**config.mk**
```make
export PLATFORM = sky130hd
export DESIGN_NAME = pool_argmax
export DESIGN_NICKNAME = d
export VERILOG_FILES = /design/src/rtl/argmax_pkg.sv /design/src/rtl/argmax_cmp.sv /design/src/rtl/pool_argmax.sv
export SDC_FILE = /design/constraint.sdc
export NUM_CORES = 1
export LEC_CHECK = 0
export ABC_AREA = 1
export CAP_MARGIN = 30
export CORE_UTILIZATION = 56
export DETAILED_ROUTE_END_ITERATION = 7
export PLACE_DENSITY = 0.85
export SETUP_SLACK_MARGIN = 0.5
export SYNTH_ARGS = -nofsm -noshare
export SYNTH_HDL_FRONTEND = slang
export SYNTH_SLANG_ARGS = --single-unit
```
**constraint.sdc**
```tcl
create_clock -name clk -period 4.6 [get_ports clk]
set_input_delay 0.92 -clock clk [delete_from_list [all_inputs] [get_ports clk]]
set_output_delay 0.92 -clock clk [all_outputs]
set_load 0.01 [all_outputs]
```
**src/rtl/argmax_pkg.sv**
```systemverilog
// Shared defaults, score/index types and FSM state encoding
// for the pooled-score argmax block.
package argmax_pkg;

  localparam int NUM_CLASSES_DEF = 8;
  localparam int DATA_W_DEF      = 16;
  localparam int IDX_W_DEF       = $clog2(NUM_CLASSES_DEF);

  typedef logic [IDX_W_DEF-1:0]         class_idx_t;
  typedef logic signed [DATA_W_DEF-1:0] score_t;

  typedef enum logic [1:0] {
    IDLE,
    SCAN,
    DONE
  } state_e;

endpackage

```
**src/rtl/argmax_cmp.sv**
```systemverilog
// Signed strict-greater compare and select of one candidate
// against the running best; ties keep the incumbent.
module argmax_cmp
  import argmax_pkg::*;
#(
  parameter int DATA_W = DATA_W_DEF,
  parameter int IDX_W  = IDX_W_DEF
) (
  input  logic [DATA_W-1:0] cand,
  input  logic [IDX_W-1:0]  cand_idx,
  input  logic [DATA_W-1:0] best,
  input  logic [IDX_W-1:0]  best_idx,
  output logic [DATA_W-1:0] win_score,
  output logic [IDX_W-1:0]  win_idx
);

  logic gt;

  assign gt        = $signed(cand) > $signed(best);
  assign win_score = gt ? cand : best;
  assign win_idx   = gt ? cand_idx : best_idx;

endmodule

```
**src/rtl/pool_argmax.sv**
```systemverilog
// Sequential argmax over pooled class scores, one class per cycle.
// Define ARGMAX_SCORE_OUT_EN to expose the winning score on max_score.
module pool_argmax
  import argmax_pkg::*;
#(
  parameter int NUM_CLASSES = NUM_CLASSES_DEF,
  parameter int DATA_W      = DATA_W_DEF
) (
  input  logic                           clk,
  input  logic                           rst,
  input  logic                           start,
  input  logic [DATA_W-1:0]              scores [NUM_CLASSES],
  output logic                           busy,
  output logic                           done,
  output logic [$clog2(NUM_CLASSES)-1:0] class_idx
`ifdef ARGMAX_SCORE_OUT_EN
  ,
  output logic [DATA_W-1:0]              max_score
`endif
);

  localparam int IDX_W = $clog2(NUM_CLASSES);
  localparam int CNT_W = IDX_W + 1;

  state_e state_q, state_d;

  logic [DATA_W-1:0] bank [NUM_CLASSES];
  logic [DATA_W-1:0] best_q;
  logic [IDX_W-1:0]  best_idx_q;
  logic [CNT_W-1:0]  cnt_q;
  logic [DATA_W-1:0] win_score;
  logic [IDX_W-1:0]  win_idx;
  logic              last;

  assign last = cnt_q == CNT_W'(NUM_CLASSES - 1);
  assign busy = state_q != IDLE;
  assign done = state_q == DONE;

  argmax_cmp #(
    .DATA_W(DATA_W),
    .IDX_W (IDX_W)
  ) u_cmp (
    .cand     (bank[cnt_q[IDX_W-1:0]]),
    .cand_idx (cnt_q[IDX_W-1:0]),
    .best     (best_q),
    .best_idx (best_idx_q),
    .win_score(win_score),
    .win_idx  (win_idx)
  );

  always_ff @(posedge clk) begin
    if (rst) state_q <= IDLE;
    else     state_q <= state_d;
  end

  always_comb begin
    state_d = state_q;
    unique case (state_q)
      IDLE:    if (start) state_d = SCAN;
      SCAN:    if (last)  state_d = DONE;
      DONE:    state_d = IDLE;
      default: state_d = IDLE;
    endcase
  end

  // Scores are captured once; later input changes cannot disturb a scan.
  always_ff @(posedge clk) begin
    if (rst) begin
      for (int i = 0; i < NUM_CLASSES; i++) bank[i] <= '0;
      best_q     <= '0;
      best_idx_q <= '0;
      cnt_q      <= '0;
      class_idx  <= '0;
`ifdef ARGMAX_SCORE_OUT_EN
      max_score  <= '0;
`endif
    end else if (state_q == IDLE && start) begin
      bank       <= scores;
      best_q     <= scores[0];
      best_idx_q <= '0;
      cnt_q      <= CNT_W'(1);
    end else if (state_q == SCAN) begin
      best_q     <= win_score;
      best_idx_q <= win_idx;
      cnt_q      <= cnt_q + CNT_W'(1);
      if (last) begin
        class_idx <= win_idx;
`ifdef ARGMAX_SCORE_OUT_EN
        max_score <= win_score;
`endif
      end
    end
  end

endmodule

```
* Word-level counts from Yosys, hierarchy flattened *
Index checks and enable logic that the tools add are counted.

word-level totals
  bits of input ports = 131
  output and inout port bits = 5
  register bits = 156

operators by class
  bitwise gates (word level) = 2
  add/subtract/negate cells = 1
  reductions and logical operators = 9
  $lt $le $gt $ge = 2
  multiplexer cells = 12
  equality and inequality tests = 5

operators by type and width
  operator                                                          count
  16-bit two-way mux                                                5
  16-bit binary-select mux with 3-bit select                        1
  16-bit > comparator                                               1
  2-bit nonzero test                                                3
  4-bit by 1-bit adder with 4-bit output (second input constant)    1
  4-bit by 3-bit == test with 1-bit output (second input constant)  1
  4-bit >= comparator (second input constant)                       1
  2-bit two-way mux                                                 2
  2-bit != test (second input constant)                             2
  3-bit inverter with 4-bit output                                  1
  2-bit one-hot mux with 2 select lines                             1
  2-bit AND reduction                                               2
  3-bit two-way mux                                                 1
  3-bit AND reduction                                               1
  2-bit by 1-bit == test with 1-bit output (second input constant)  1
  2-bit == test (second input constant)                             1
  2-bit logical NOT                                                 1
  1-bit two-way mux                                                 2
  2-bit OR reduction                                                1
  1-bit logical AND                                                 1
  1-bit inverter                                                    1

* Depth between registers and ports, before layout *
  depth in word-level cells = 8
  gate-level depth with buffers = 24

* By module *
Synthesis repeated with hierarchy kept, for this count alone.

unflattened totals
  cell total of the unflattened synthesis = 1,328
  area, all modules = 8,326.7 sq um

modules (own cells, without submodules)
  module       cells an instance  instances  area each (sq um)  sequential area each (sq um)
  pool_argmax  1,190              1          7,484.7            3,123.0
  argmax_cmp   138                1          842.1              0.0

* Worst setup path after synthesis *
No wires, ideal clock.

  kind = reg-to-reg
  start = register cnt_q[0]
  end = register best_q[11]
  setup slack = 2.087 ns
  cell stages (with the launch flop) = 20
  clock period less this slack = 2.513 ns
  library setup time = 0.113 ns
  buffers on the path = 3
  required time = 4.487 ns
  arrival = 2.400 ns
  path through = dfxtp_1 > buf_4 > inv_4 > buf_2 > a21oi_1 > o21ai_0 > o211ai_1 > o21a_1 > ha_1 > a21oi_1 > o21ai_0 > a21oi_2 > nand2_1 > nand2_2 > nand4_4 > nand2_4 > buf_6 > nand2_1 > nand2_1 > nor2_1

between the ends
  cells in the longest elaborated chain, start to end = 7
  elaborated cells between the ends (all ways) = 10

RTL lines
  element                                                                     RTL line                            text
  start: declaration                                                          pool_argmax.sv:30                   logic [CNT_W-1:0] cnt_q;
  start signal: assignment                                                    pool_argmax.sv:85                   cnt_q <= cnt_q + CNT_W'(1);
  3-bit inverter with 4-bit output (not written as such) *                    pool_argmax.sv:43                   .cand (bank[cnt_q[IDX_W-1:0]]),
  16-bit binary-select mux with 3-bit select *                                pool_argmax.sv:43
  16-bit two-way mux (not written as such) * (2 in series)                    pool_argmax.sv:43
  16-bit > comparator / 16-bit two-way mux (equally long branches)            argmax_cmp.sv:19, argmax_cmp.sv:20
  2-bit nonzero test (no line) / 16-bit two-way mux (equally long branches)   n/a
  2-bit AND reduction (no line) / 16-bit two-way mux (equally long branches)  n/a
  end signal: assignment                                                      pool_argmax.sv:79                   best_q <= scores[0];
  end signal: assignment                                                      pool_argmax.sv:83                   best_q <= win_score;
  end: declaration                                                            pool_argmax.sv:28                   logic [DATA_W-1:0] best_q;

Every way passes the cells marked *; elsewhere a longest branch is shown, timed or not. The select of a mux whose other input is x is not followed.
A chain may end at the register's enable or synchronous reset.

* Final worst setup path *
  start = register cnt_q[0]
  end = register best_q[5]

The elaborated chain is that of the path after synthesis.

==> results.md <==
* Status: complete, no violations
* Die area at roughly 13000 µm²
* Layout Utilization at between 70% and 80%
* Largest net degree at the start of global routing at between 100 and 150
* Worst Path Buf+Inv at 1
* Total negative setup slack at 0 ns
* Startpoint types: register
* Total number of vias at 7130
* Area growth syn-to-layout at 26.51%
* Clk slew on worst S/H paths at 0.06 ns
* I/O pin total at 136
* Slew headroom at around a third
* Combinational share of power at between 20% and 30%
* CP required at about 5.0 ns
* Crit-path most repeated cell: nand2_1
* Cell with the most instances after synthesis: nor2_1
* Post-CTS Resized at 0
* Worst Setup End Kind: register
* Unrepaired setup endpoints after global routing: no
* Initial DRC count at 780
* Initial antenna violation count at 0
* H-tree depth at 4
* First-pass GRT wire length at between 30 and 40 mm
* CTS max path bufs at 2
* Tot Pwr at between 3000 and 4000 µW
* Syn Nets at ~1200
* GP Congestion at about 0.93
* Yosys warnings at 0
* Final hold vios at 0
* Synth Register Bits at 156
* Switch Pwr at 1124 µW
* Crit path max fanout at 82
* Die Y at roughly 120 µm
* Clock Skews at 0.009069 ns
* Pwr dens at roughly 410 nW/µm²
* Later-pin clock latency in the skew report at 0.42 ns
* Pleak at about 0.0038 µW
* Hold buffer count at cts at 0
* Cell taking the most area after synthesis: dfxtp_1
* Distinct cells, synth at 30
* Top post-synthesis cells by area: dfxtp_1, nor2_1, o21ai_0
* WL per Instance at about 15 µm
* Antenna diode count at 0
* Primary FF master, synth: dfxtp_1
* Endpoints failing setup at 0
* Worst Tran Pin Value at between 1 and 1.5 ns
* VDD IR-drop max at between 0.2 and 0.3 mV
* Detail Placement HPWL at between 10 and 15 mm
* Cell Int Power at roughly 2600 µW
* Nets@finish at between 1000 and 1500
* Worst path slowest cell: inv_4
* Core Area at ~13000 µm²
* Sw frac at approximately 30%
* Tmin final at roughly 3.4 ns
* Syn_area_per_cell at roughly 7 µm²
* Root buffer cell: clkbuf_16
* Worst hold path class: reg -> reg
* Maximum capacitance violations at 0
* Critical Path, Cell by Cell: inv_4 > a21oi_1 > o21ai_0 > o211ai_1 > o21a_1 > ha_1 > a21oi_1 > o21ai_0 > a21oi_2 > nand2_1 > nand2_2 > nand3_1 > nand2_2 > nand2_4 > nand2_1 > nand2_1 > nor2_1
* Fin. max-slew vios at 0
* Critical Path Max Stage Delay at around 0.53 ns
* Maximum clock frequency at 0.2969 GHz
* Cells after synthesis at 1044
* Synth Cell Area at ~7200 µm²
* Clock group share of total power at 37.0%
* Register area share after synthesis at around 43%
* Share of layout cells above drive strength 1 at between 4 and 5%
* CTS Buf Count at 17
* Via density at 5.402
* Fin crit share at between 70 and 80%
* CTS tree: done
* WP data arrival at between 3 and 4 ns
* Antenna Nets Post-Route at 0
* Post-synth top cells: nor2_1, o21ai_0, dfxtp_1
* Initial Utilization at a little under three fifths
* WL final at 19.99 mm
* Sequential share of power at about two fifths
* Grt total ovfl at 0
* Clk sinks at between 150 and 200
* Post-CTS Setup Bufs at 0
* Number of flops mapped to enable cells by yosys at 0
* Port Buffer Count at around 140
* Number of remaining DRC errors at 0
* CP top delay family: compound AO/OA/AOI/OAI gates
* Die W at 115.3 µm
* Vias in the first global route at around 6400
* Crit path kind: reg -> reg
* Total track usage at approximately 31%
* Async SR Flop Fraction at 0%
* Top cell type's share of synthesized area at a little over two fifths
* First-pass DRT Iterations at 6
* Placement row count at between 40 and 50
-- logic make-up (layout without fill, tap and decap cells) --
kind of cell	after synthesis	after routing	synth area share, %
AOI/OAI and AO/OA	273	273	20.57
adders and majority gates	17	17	2.959
buffers and inverters	137	241	7.937
DFF	156	156	43.45
and+or+nand+nor	461	461	25.08
-- cell type report --
type                    count  area (µm²)
flip-flops and latches    156        3123
inverters                  65       247.7
well taps                 172       215.2
clock buffers              20       446.7
fillers                   973        3475
clock inverters            12       140.1
multi-input cells         751        3502
repair buffers            144        1419
-- stage by stage --
stage	setup slack, ns	hold WS [ns]	instances	cell area (µm²)
after floorplan	2.087	0.4495	1044	7188
after global placement	1.534	0.4591	1288	8507
after detailed placement	1.404	0.4642	1288	8507
after CTS	1.325	0.4731	1320	9094
after global routing	0.9439	0.5009	1320	9094
final	1.232	0.4671	1320	9094
-- state kept, by name, indices dropped and copies added, names as in the netlist --
register    flops
bank          128
best_idx_q      3
best_q         16
class_idx       3
cnt_q           4
state_q         2
-- cell usage in the layout, fill, tap and decap left out, drive strengths merged, types with 17 or more instances in the layout --
master / instances
nor2: 329
clkdlybuf4s50: 135
a21oi: 26
clkbuf: 20
nand2: 116
inv: 66
o22ai: 31
ha: 17
dfxtp: 156
o21ai: 187
-- worst paths after layout --
check / to / startpoint / cells after the start / slack [ns]
worst max register to register: best_q[5] / cnt_q[0] / 17 / 1.23
worst min-delay path: class_idx[1] / class_idx[1] / 2 / 0.47
worst min register to register: class_idx[1] / class_idx[1] / 2 / 0.47
worst max-delay path: best_q[5] / cnt_q[0] / 17 / 1.23
-- power groups by stage --
stage	Clock, µW	Combinational (µW)	Sequential, µW
after floorplan	0	554	1550
after global placement	0	779	1560
after detailed placement	0	797	1570
after CTS	1390	807	1540
after global routing	1450	915	1550
final	1390	821	1540
-- worst min-delay path, stage by stage (launching register included) --
cell	delay, ns
dfxtp_1	0.31
nand2_1	0.06
a21oi_1	0.05
-- per-layer routing --
metal	vias to the layer above	wire length (µm)	track usage, %
met5	-	0	0
met4	0	552	12.29
met3	42	1702	6.800
met2	306	8923	47.99
met1	3221	8809	41.85
li1	3561	-	-
Power figures use the tool's default switching activity.
